--- config.mk ---
export PLATFORM = sky130hd
export DESIGN_NAME = nn_prop_ctrl
export DESIGN_NICKNAME = d
export VERILOG_FILES = /design/src/rtl/nn_pkg.sv /design/src/rtl/nn_mac.sv /design/src/rtl/nn_prop_ctrl.sv
export SDC_FILE = /design/constraint.sdc
export NUM_CORES = 2
export LEC_CHECK = 0
export BUFFER_PORTS_ARGS = -buffer_cell sky130_fd_sc_hd__buf_2
export CORE_MARGIN = 5
export CORE_UTILIZATION = 55
export DETAILED_ROUTE_END_ITERATION = 8
export PLACE_DENSITY = 0.76
export SETUP_SLACK_MARGIN = 0.1
export SLEW_MARGIN = 20
export SYNTH_ARGS = -nofsm -noshare
export SYNTH_HDL_FRONTEND = slang
export SYNTH_SLANG_ARGS = --single-unit
--- constraint.sdc ---
create_clock -name clk -period 6.2 [get_ports clk]
set_clock_uncertainty 0.1 [all_clocks]
set_input_delay 0.31 -clock clk [delete_from_list [all_inputs] [get_ports clk]]
set_output_delay 0.31 -clock clk [all_outputs]
set_load 0.01 [all_outputs]
--- src/rtl/nn_pkg.sv ---
// Shared widths, layer geometry and controller state encoding for the
// neural-network propagation block.
package nn_pkg;
  localparam int LAYER_W  = 16;
  localparam int DATA_W   = 24;
  localparam int FRAC_W   = 12;
  localparam int ACC_W    = 56;
  localparam int STOR_AW  = 17;
  localparam int CONS_AW  = 8;
  localparam int IDX_W    = $clog2(LAYER_W);
  localparam int LAYER_SZ = LAYER_W * LAYER_W + LAYER_W;

  typedef enum logic [2:0] {
    IDLE,
    BIAS,
    MAC,
    DRAIN,
    WRITE,
    DONE
  } state_e;
endpackage

--- src/rtl/nn_mac.sv ---
// Neuron datapath: registered multiply, 56-bit accumulate, then floor shift,
// saturation and optional ReLU into a registered output word.
module nn_mac
  import nn_pkg::*;
(
  input  logic                     clk,
  input  logic                     reset_n,
  input  logic                     bias_vld_i,
  input  logic                     mul_vld_i,
  input  logic                     last_i,
  input  logic                     relu_i,
  input  logic signed [DATA_W-1:0] st_rdata_i,
  input  logic signed [DATA_W-1:0] cons_rdata_i,
  output logic signed [DATA_W-1:0] y_o
);
  localparam logic signed [ACC_W-1:0] Y_MAX = ACC_W'(2 ** (DATA_W - 1) - 1);
  localparam logic signed [ACC_W-1:0] Y_MIN = ~Y_MAX;

  logic signed [2*DATA_W-1:0] prod_p1;
  logic                       vld_p1;
  logic                       last_p1;
  logic signed [ACC_W-1:0]    acc_q;
  logic signed [ACC_W-1:0]    acc_sum;
  logic signed [ACC_W-1:0]    bias_ext;
  logic signed [DATA_W-1:0]   y_q;

  function automatic logic signed [DATA_W-1:0] shift_sat(
    input logic signed [ACC_W-1:0] a,
    input logic                    relu
  );
    logic signed [ACC_W-1:0] s;
    s = a >>> FRAC_W;
    if (relu && s < 0)   return '0;
    else if (s > Y_MAX)  return {1'b0, {(DATA_W-1){1'b1}}};
    else if (s < Y_MIN)  return {1'b1, {(DATA_W-1){1'b0}}};
    else                 return s[DATA_W-1:0];
  endfunction

  assign bias_ext = $signed({{(ACC_W-DATA_W-FRAC_W){st_rdata_i[DATA_W-1]}},
                             st_rdata_i, {FRAC_W{1'b0}}});
  assign acc_sum  = acc_q + ACC_W'(prod_p1);

  always_ff @(posedge clk or negedge reset_n) begin
    if (!reset_n) begin
      prod_p1 <= '0;
      vld_p1  <= 1'b0;
      last_p1 <= 1'b0;
      acc_q   <= '0;
      y_q     <= '0;
    end else begin
      // p0 -> p1: operands from storage and activation RAM
      vld_p1  <= mul_vld_i;
      last_p1 <= mul_vld_i & last_i;
      if (mul_vld_i) prod_p1 <= st_rdata_i * cons_rdata_i;
      // p1 -> acc: bias load opens the neuron, last product closes it
      if (bias_vld_i)  acc_q <= bias_ext;
      else if (vld_p1) acc_q <= acc_sum;
      if (vld_p1 && last_p1) y_q <= shift_sat(acc_sum, relu_i);
    end
  end

  assign y_o = y_q;
endmodule

--- src/rtl/nn_prop_ctrl.sv ---
// Layer-by-layer propagation controller: synchronises the HPS request, walks
// neurons/layers, drives storage and ping-pong activation RAM addressing.
module nn_prop_ctrl
  import nn_pkg::*;
(
  input  logic                     clk,
  input  logic                     reset_n,
  input  logic                     prop,
  input  logic [7:0]               n_layers,
  output logic [STOR_AW-1:0]       st_addr,
  input  logic signed [DATA_W-1:0] st_rdata,
  output logic [CONS_AW-1:0]       cons_raddr,
  input  logic signed [DATA_W-1:0] cons_rdata,
  output logic [CONS_AW-1:0]       cons_waddr,
  output logic signed [DATA_W-1:0] cons_wdata,
  output logic                     cons_we,
  output logic                     busy,
  output logic                     done
);
  state_e             state_q;
  logic               sync1_q, sync2_q, prev_q;
  logic [1:0]         arm_cnt_q;
  logic               start_evt;
  logic               go_q, busy_q, done_q, cons_we_q;
  logic [7:0]         nl_q, layer_q;
  logic [IDX_W-1:0]   j_q, k_q, j_inc, k_inc;
  logic [STOR_AW-1:0] base_q, base_nxt, st_addr_q;
  logic [CONS_AW-1:0] cons_raddr_q, cons_waddr_q;
  logic               last_layer;

  function automatic logic [STOR_AW-1:0] w_addr(input logic [STOR_AW-1:0] base,
                                                input logic [IDX_W-1:0] j,
                                                input logic [IDX_W-1:0] k);
    return base + STOR_AW'({j, k});
  endfunction

  function automatic logic [STOR_AW-1:0] b_addr(input logic [STOR_AW-1:0] base,
                                                input logic [IDX_W-1:0] j);
    return base + STOR_AW'(LAYER_W * LAYER_W) + STOR_AW'(j);
  endfunction

  // Edges are only trusted once the synchroniser holds real samples, so a
  // request still high across reset release must fall and rise again.
  assign start_evt  = (arm_cnt_q == 2'd3) && sync2_q && !prev_q;
  assign j_inc      = j_q + IDX_W'(1);
  assign k_inc      = k_q + IDX_W'(1);
  assign base_nxt   = base_q + STOR_AW'(LAYER_SZ);
  assign last_layer = (layer_q == nl_q - 8'd1);

  always_ff @(posedge clk or negedge reset_n) begin
    if (!reset_n) begin
      sync1_q   <= 1'b0;
      sync2_q   <= 1'b0;
      prev_q    <= 1'b0;
      arm_cnt_q <= '0;
    end else begin
      sync1_q <= prop;
      sync2_q <= sync1_q;
      prev_q  <= sync2_q;
      if (arm_cnt_q != 2'd3) arm_cnt_q <= arm_cnt_q + 2'd1;
    end
  end

  always_ff @(posedge clk or negedge reset_n) begin
    if (!reset_n) begin
      state_q      <= IDLE;
      go_q         <= 1'b0;
      busy_q       <= 1'b0;
      done_q       <= 1'b0;
      cons_we_q    <= 1'b0;
      nl_q         <= '0;
      layer_q      <= '0;
      j_q          <= '0;
      k_q          <= '0;
      base_q       <= '0;
      st_addr_q    <= '0;
      cons_raddr_q <= '0;
      cons_waddr_q <= '0;
    end else begin
      done_q    <= 1'b0;
      cons_we_q <= 1'b0;
      case (state_q)
        IDLE: begin
          if (go_q) begin
            go_q <= 1'b0;
            if (nl_q == 8'd0) begin
              state_q <= DONE;
              busy_q  <= 1'b0;
              done_q  <= 1'b1;
            end else begin
              state_q   <= BIAS;
              layer_q   <= '0;
              j_q       <= '0;
              base_q    <= '0;
              st_addr_q <= b_addr('0, '0);
            end
          end else if (start_evt && !busy_q) begin
            nl_q   <= n_layers;
            busy_q <= 1'b1;
            go_q   <= 1'b1;
          end
        end
        BIAS: begin
          state_q      <= MAC;
          k_q          <= '0;
          st_addr_q    <= w_addr(base_q, j_q, '0);
          cons_raddr_q <= CONS_AW'({layer_q[0], {IDX_W{1'b0}}});
        end
        MAC: begin
          if (k_q == IDX_W'(LAYER_W - 1)) begin
            state_q <= DRAIN;
            k_q     <= '0;
          end else begin
            k_q          <= k_inc;
            st_addr_q    <= w_addr(base_q, j_q, k_inc);
            cons_raddr_q <= CONS_AW'({layer_q[0], k_inc});
          end
        end
        DRAIN: begin
          if (k_q == IDX_W'(1)) begin
            state_q      <= WRITE;
            cons_we_q    <= 1'b1;
            cons_waddr_q <= CONS_AW'({~layer_q[0], j_q});
          end else begin
            k_q <= k_inc;
          end
        end
        WRITE: begin
          if (j_q != IDX_W'(LAYER_W - 1)) begin
            state_q   <= BIAS;
            j_q       <= j_inc;
            st_addr_q <= b_addr(base_q, j_inc);
          end else if (last_layer) begin
            state_q <= DONE;
            busy_q  <= 1'b0;
            done_q  <= 1'b1;
          end else begin
            state_q   <= BIAS;
            layer_q   <= layer_q + 8'd1;
            base_q    <= base_nxt;
            j_q       <= '0;
            st_addr_q <= b_addr(base_nxt, '0);
          end
        end
        DONE:    state_q <= IDLE;
        default: state_q <= IDLE;
      endcase
    end
  end

  nn_mac u_mac (
    .clk          (clk),
    .reset_n      (reset_n),
    .bias_vld_i   ((state_q == MAC) && (k_q == '0)),
    .mul_vld_i    (((state_q == MAC) && (k_q != '0)) || ((state_q == DRAIN) && (k_q == '0))),
    .last_i       ((state_q == DRAIN) && (k_q == '0)),
    .relu_i       (!last_layer),
    .st_rdata_i   (st_rdata),
    .cons_rdata_i (cons_rdata),
    .y_o          (cons_wdata)
  );

  assign st_addr    = st_addr_q;
  assign cons_raddr = cons_raddr_q;
  assign cons_waddr = cons_waddr_q;
  assign cons_we    = cons_we_q;
  assign busy       = busy_q;
  assign done       = done_q;
endmodule

# Word level (Yosys, flattened, before mapping)

Index checks and enable logic that the tools add are counted.

Multiply operators: 1
Add/sub/neg operators: 12
Mux-type cells: 53
Equality and inequality tests: 22
Reductions and logical operators: 30
$lt $le $gt $ge: 3
Bitwise operators: 3

Operators with widths:

| cell                  | count |
|---|---|
| $mux 17               | 9 |
| $mux 56               | 2 |
| $mux 24               | 3 |
| $pmux 17 s4           | 1 |
| $add 56x48->56        | 1 |
| $add 17x9->17 const B | 3 |
| $mul 24x24->48        | 1 |
| $gt 44x24->1 const B  | 1 |
| $lt 44x1->1 const B   | 1 |
| $lt 44x24->1 const B  | 1 |
| $mux 8                | 5 |
| $add 17x8->17         | 2 |
| $pmux 17 s2           | 1 |
| $pmux 8 s2            | 2 |
| $mux 4                | 6 |
| $ne 2x2->1 const B    | 10 |
| $mux 3                | 6 |
| $add 17x4->17         | 1 |
| $pmux 3 s5            | 1 |
| $reduce_and 5->1      | 3 |
| $mux 1                | 13 |
| $pmux 4 s3            | 1 |
| $ne 3x3->1 const B    | 3 |
| $add 4x1->4 const B   | 2 |
| other kinds (27)      | 45 |

Output and inout bits: 60
Bits of input ports: 59
Register bits: 213
Word-level logic and storage cells: 146

# Logic depth before layout (Yosys ltp)

Depth in word-level cells: 7
Depth in mapped cells: 30
Gate-level depth less buffers: 27

# Modules after synthesis

From an unflattened synthesis, not the netlist that was laid out.

Cells, all modules: 3853
Area, all modules: 35093.7 µm²

By module, submodules not included:

| module       | times used | area an instance (µm²) | cells an instance | seq. area each (µm²) |
|---|---|---|---|---|
| nn_mac       | 1          | 29908.7                | 3243              | 3253.1 |
| nn_prop_ctrl | 1          | 5185.0                 | 610               | 1901.8 |

# Worst setup path before layout

Ideal clock, no wire load.

Path type: input to register
Start: input st_rdata[23]
End: register u_mac.prod_p1[45]
Buffers on the path: 3
Data arrival time: 7.147 ns
Slack: -1.129 ns
Cell stages on the path: 28
Required time: 6.017 ns
Path through: clkbuf_1 -> clkbuf_1 -> nand2_1 -> inv_1 -> fa_1 -> fa_1 -> inv_1 -> fa_1 -> inv_1 -> fa_1 -> fa_1 -> fa_1 -> inv_1 -> fa_1 -> inv_1 -> ha_1 -> clkbuf_1 -> a21o_1 -> a21o_1 -> a21o_1 -> a21oi_1 -> nor2b_1 -> o21ai_0 -> nand2b_1 -> a21oi_1 -> o41ai_1 -> xnor2_1 -> o21ai_0

Word-level cells in the longest chain between the ends: 1

Ends and longest elaborated chain:

| item                   | RTL line           | source |
|---|---|---|
| start: declaration     | nn_prop_ctrl.sv:11 | `input logic signed [DATA_W-1:0] st_rdata,` |
| $mul 24x24->48         | nn_mac.sv:54       | `if (mul_vld_i) prod_p1 <= st_rdata_i * cons_rdata_i;` |
| end signal: assignment | nn_mac.sv:54       |  |
| end: declaration       | nn_mac.sv:19       | `logic signed [2*DATA_W-1:0] prod_p1;` |

No other way between the ends.
A chain may end at the register's enable or synchronous reset.

# Worst setup path after layout

Start: input st_rdata[10]
End: register u_mac.prod_p1[46]

Same word-level chain as after synthesis.

==> reports/metrics.cfg <==
[status]
status = finished, violations left
violations = negative setup slack

[worst_setup_path]
end_kind = flip-flop
required_ns = 6.53
worst_ep_arrival_time_ns = 6.91
r2r_slack_ns = 1.15
r2r_cells = 14
crit_path_max_fanout = 7
start_kind = input pin
path_class = input pin to flip-flop

[grt]
grt_max_degree = 120
overflow = 0
grt_usage_pct = 26.9
grt_pass1_vias = 29365
grt_pass1_wl_um = 150000
antenna_found_initial = 1

[floorplanning]
core-area_sq_um = 62900
initial_core_util_pct = 55.4
fp-row-count = 92
die_w_um = 262
ios = 119
die_h_um = 262
die-area_sq_um = 68400

[min_path]
hold_depth = 4
hp-class = input pin to flip-flop

[flow_run]
max_cap_viol_count = 0

[layout]
areaGrowthSynthToFinish_pct = 17.1
fill_cells = 4985
n_antenna_cell = 0
drive_above_1_share_pct = 16.9
fin_nets = 5092

[detailed_routing]
drcViolationCount = 0
totalWireLength_um = 93100
wire_per_inst_um = 18.3
drtAntennaViolNets = 0
first_pass_iters = 6
route.vias.total = 28637
viasPerCell = 5.63
drt_iter0_markers = 2126

[timing]
drv_slew = 0
setup_violations = 16
setup_tns_ns = -3.31
setup_slack_ns = -0.380
period_minus_slack_ns = 6.58
max-slew-margin-rel_pct = 33.7
rsz0062_at_grt = true
clock.fmax_mhz = 152
final.period_utilization_pct = 106
finalHoldViolCount = 0
worst_pin_slew_ns = 0.988

[logic_synthesis]
synth-seq-area-share_pct = 14.8
syn_avg_cell_area_sq_um = 8.86
synth_cell_types = 82
synth_most_common_cell = inv_1
yosysWarningCount = 0
synth.top_cell.area_share_pct = 35.0
synth.area.top_cells = fa_1 (35%), dfrtp_1 (15%), ha_1 (7.4%)
synth_cells = 3927
synth-edff-count = 0
synthTopCellsByCount = inv_1 (670), fa_1 (609), nand2_1 (542)
synthArstFlopShare_pct = 100
netlist_area_sq_um = 34800
synthFlopType = dfrtp_1
yosys_register_bits = 206
yosys.area.top_type = fa_1

[clock_network]
htree_levels = 1
cts.path.max_buffers = 3
numCtsBuffers = 24
cts_root_buffer = clkbuf_16
cts_tree = done
cts_sinks = 206
clk_latency_ns = 0.55
clkTransAtPathRegs_ns = 0.06

[place]
dp_hpwl_um = 74200
place.gp.congestion = 0.953
port-buffer-count = 112

==> routing by layer <==
metal  vias up  share of wire (%)  track usage (%)
met5         -                  0                0
met4         0                3.3             8.42
met3       220                7.0             3.99
met2      1041                 48             43.8
met1     14397                 42             37.7
li1      12979                  -                -
==> critical path, cell delays in order <==
cell	delay [ns]
buf_12	0.12
buf_4	0.16
and2_1	0.16
fa_2	0.55
fa_1	0.44
inv_2	0.07
fa_2	0.44
fa_2	0.54
inv_2	0.04
fa_2	0.46
fa_1	0.49
inv_1	0.05
fa_1	0.53
inv_1	0.06
ha_4	0.16
buf_4	0.15
a211oi_4	0.16
nand3_2	0.16
o22ai_4	0.27
a211oi_2	0.06
buf_4	0.15
o211ai_1	0.25
a21oi_2	0.12
o211ai_1	0.28
buf_4	0.19
a21oi_4	0.06
o31a_1	0.25
o31ai_2	0.23
==> path summary, 6_finish.rpt <==
| check | from | to |
|---|---|---|
| worst max register to register | u_mac.acc_q[0] | u_mac.y_o[1] |
| worst min-delay path | st_rdata[15] | u_mac.acc_q[27] |
| worst min register to register | sync1_q | sync2_q |
| min in group asynchronous | reset_n | st_addr[11] |
| max in group asynchronous | reset_n | u_mac.vld_p1 |
| worst max-delay path | st_rdata[10] | u_mac.prod_p1[46] |
==> registers in the layout, indices dropped and copies added (netlist names), 5 cells and up <==
register       count
u_mac.acc_q       56
u_mac.prod_p1     48
u_mac.y_o         24
st_addr           17
base_q            13
layer_q            8
nl_q               8
cons_raddr         5
cons_waddr         5
==> cell usage in the layout (no fill, tap or decap), types with 59 or more instances in the layout <==
cell,netlist,routed
dfrtp_1,206,205
inv_1,670,638
and2_1,284,240
a21o_1,60,59
o21ai_0,177,168
xnor2_1,81,79
buf_2,7,65
fa_1,609,575
nor2_1,144,140
nand2_1,542,526
ha_1,206,187
a21oi_1,169,152
buf_4,8,297
==> metrics by stage <==
step	setup slack [ns]	hold WS (ns)	cells	cell area [sq um]	util [%]
floorplan	-0.371	-0.0856	3934	35500	-
global placement	-0.895	0.242	4982	38200	60.8
detailed placement	-1.11	0.241	4982	38200	60.8
CTS	-0.236	0.0914	5063	40100	63.9
global route	-0.637	0.0633	5082	40800	64.8
finish	-0.380	0.0754	5082	40800	64.8
==> final cells by class <==
cell class / instances / area (sq um) / area share, %
Timing Repair Buffer: 453 / 3880 / 9.51
Multi-Input combinational cell: 2862 / 27200 / 66.8
Tap cell: 846 / 1060 / 2.60
Clock buffer: 26 / 639 / 1.57
Inverter: 671 / 2530 / 6.20
Clock inverter: 18 / 279 / 0.685
Sequential cell: 206 / 5160 / 12.7
==> cell families after synthesis <==
group                      synth area share, %
adders and majority gates                 42.4
DFF                                       14.8
and+or+nand+nor                           16.7
other                                   0.0108
muxes                                     1.77
buffers and inverters                     9.45
xor gates and xnor gates                  3.42
AOI/OAI and AO/OA                         11.4
==> repair_timing <==
item,CTS,global route
endpoints found under the hold margin,96,0
cloned,2,2
gates resized for setup,164,123
setup endpoints to repair,22,25
pin swaps,72,114
hold buffers,10,0
setup buffers,25,18
Power is left out: the tool's default activity adds up to more than one toggle a clock period on the data nets, which glitch-free logic cannot reach.
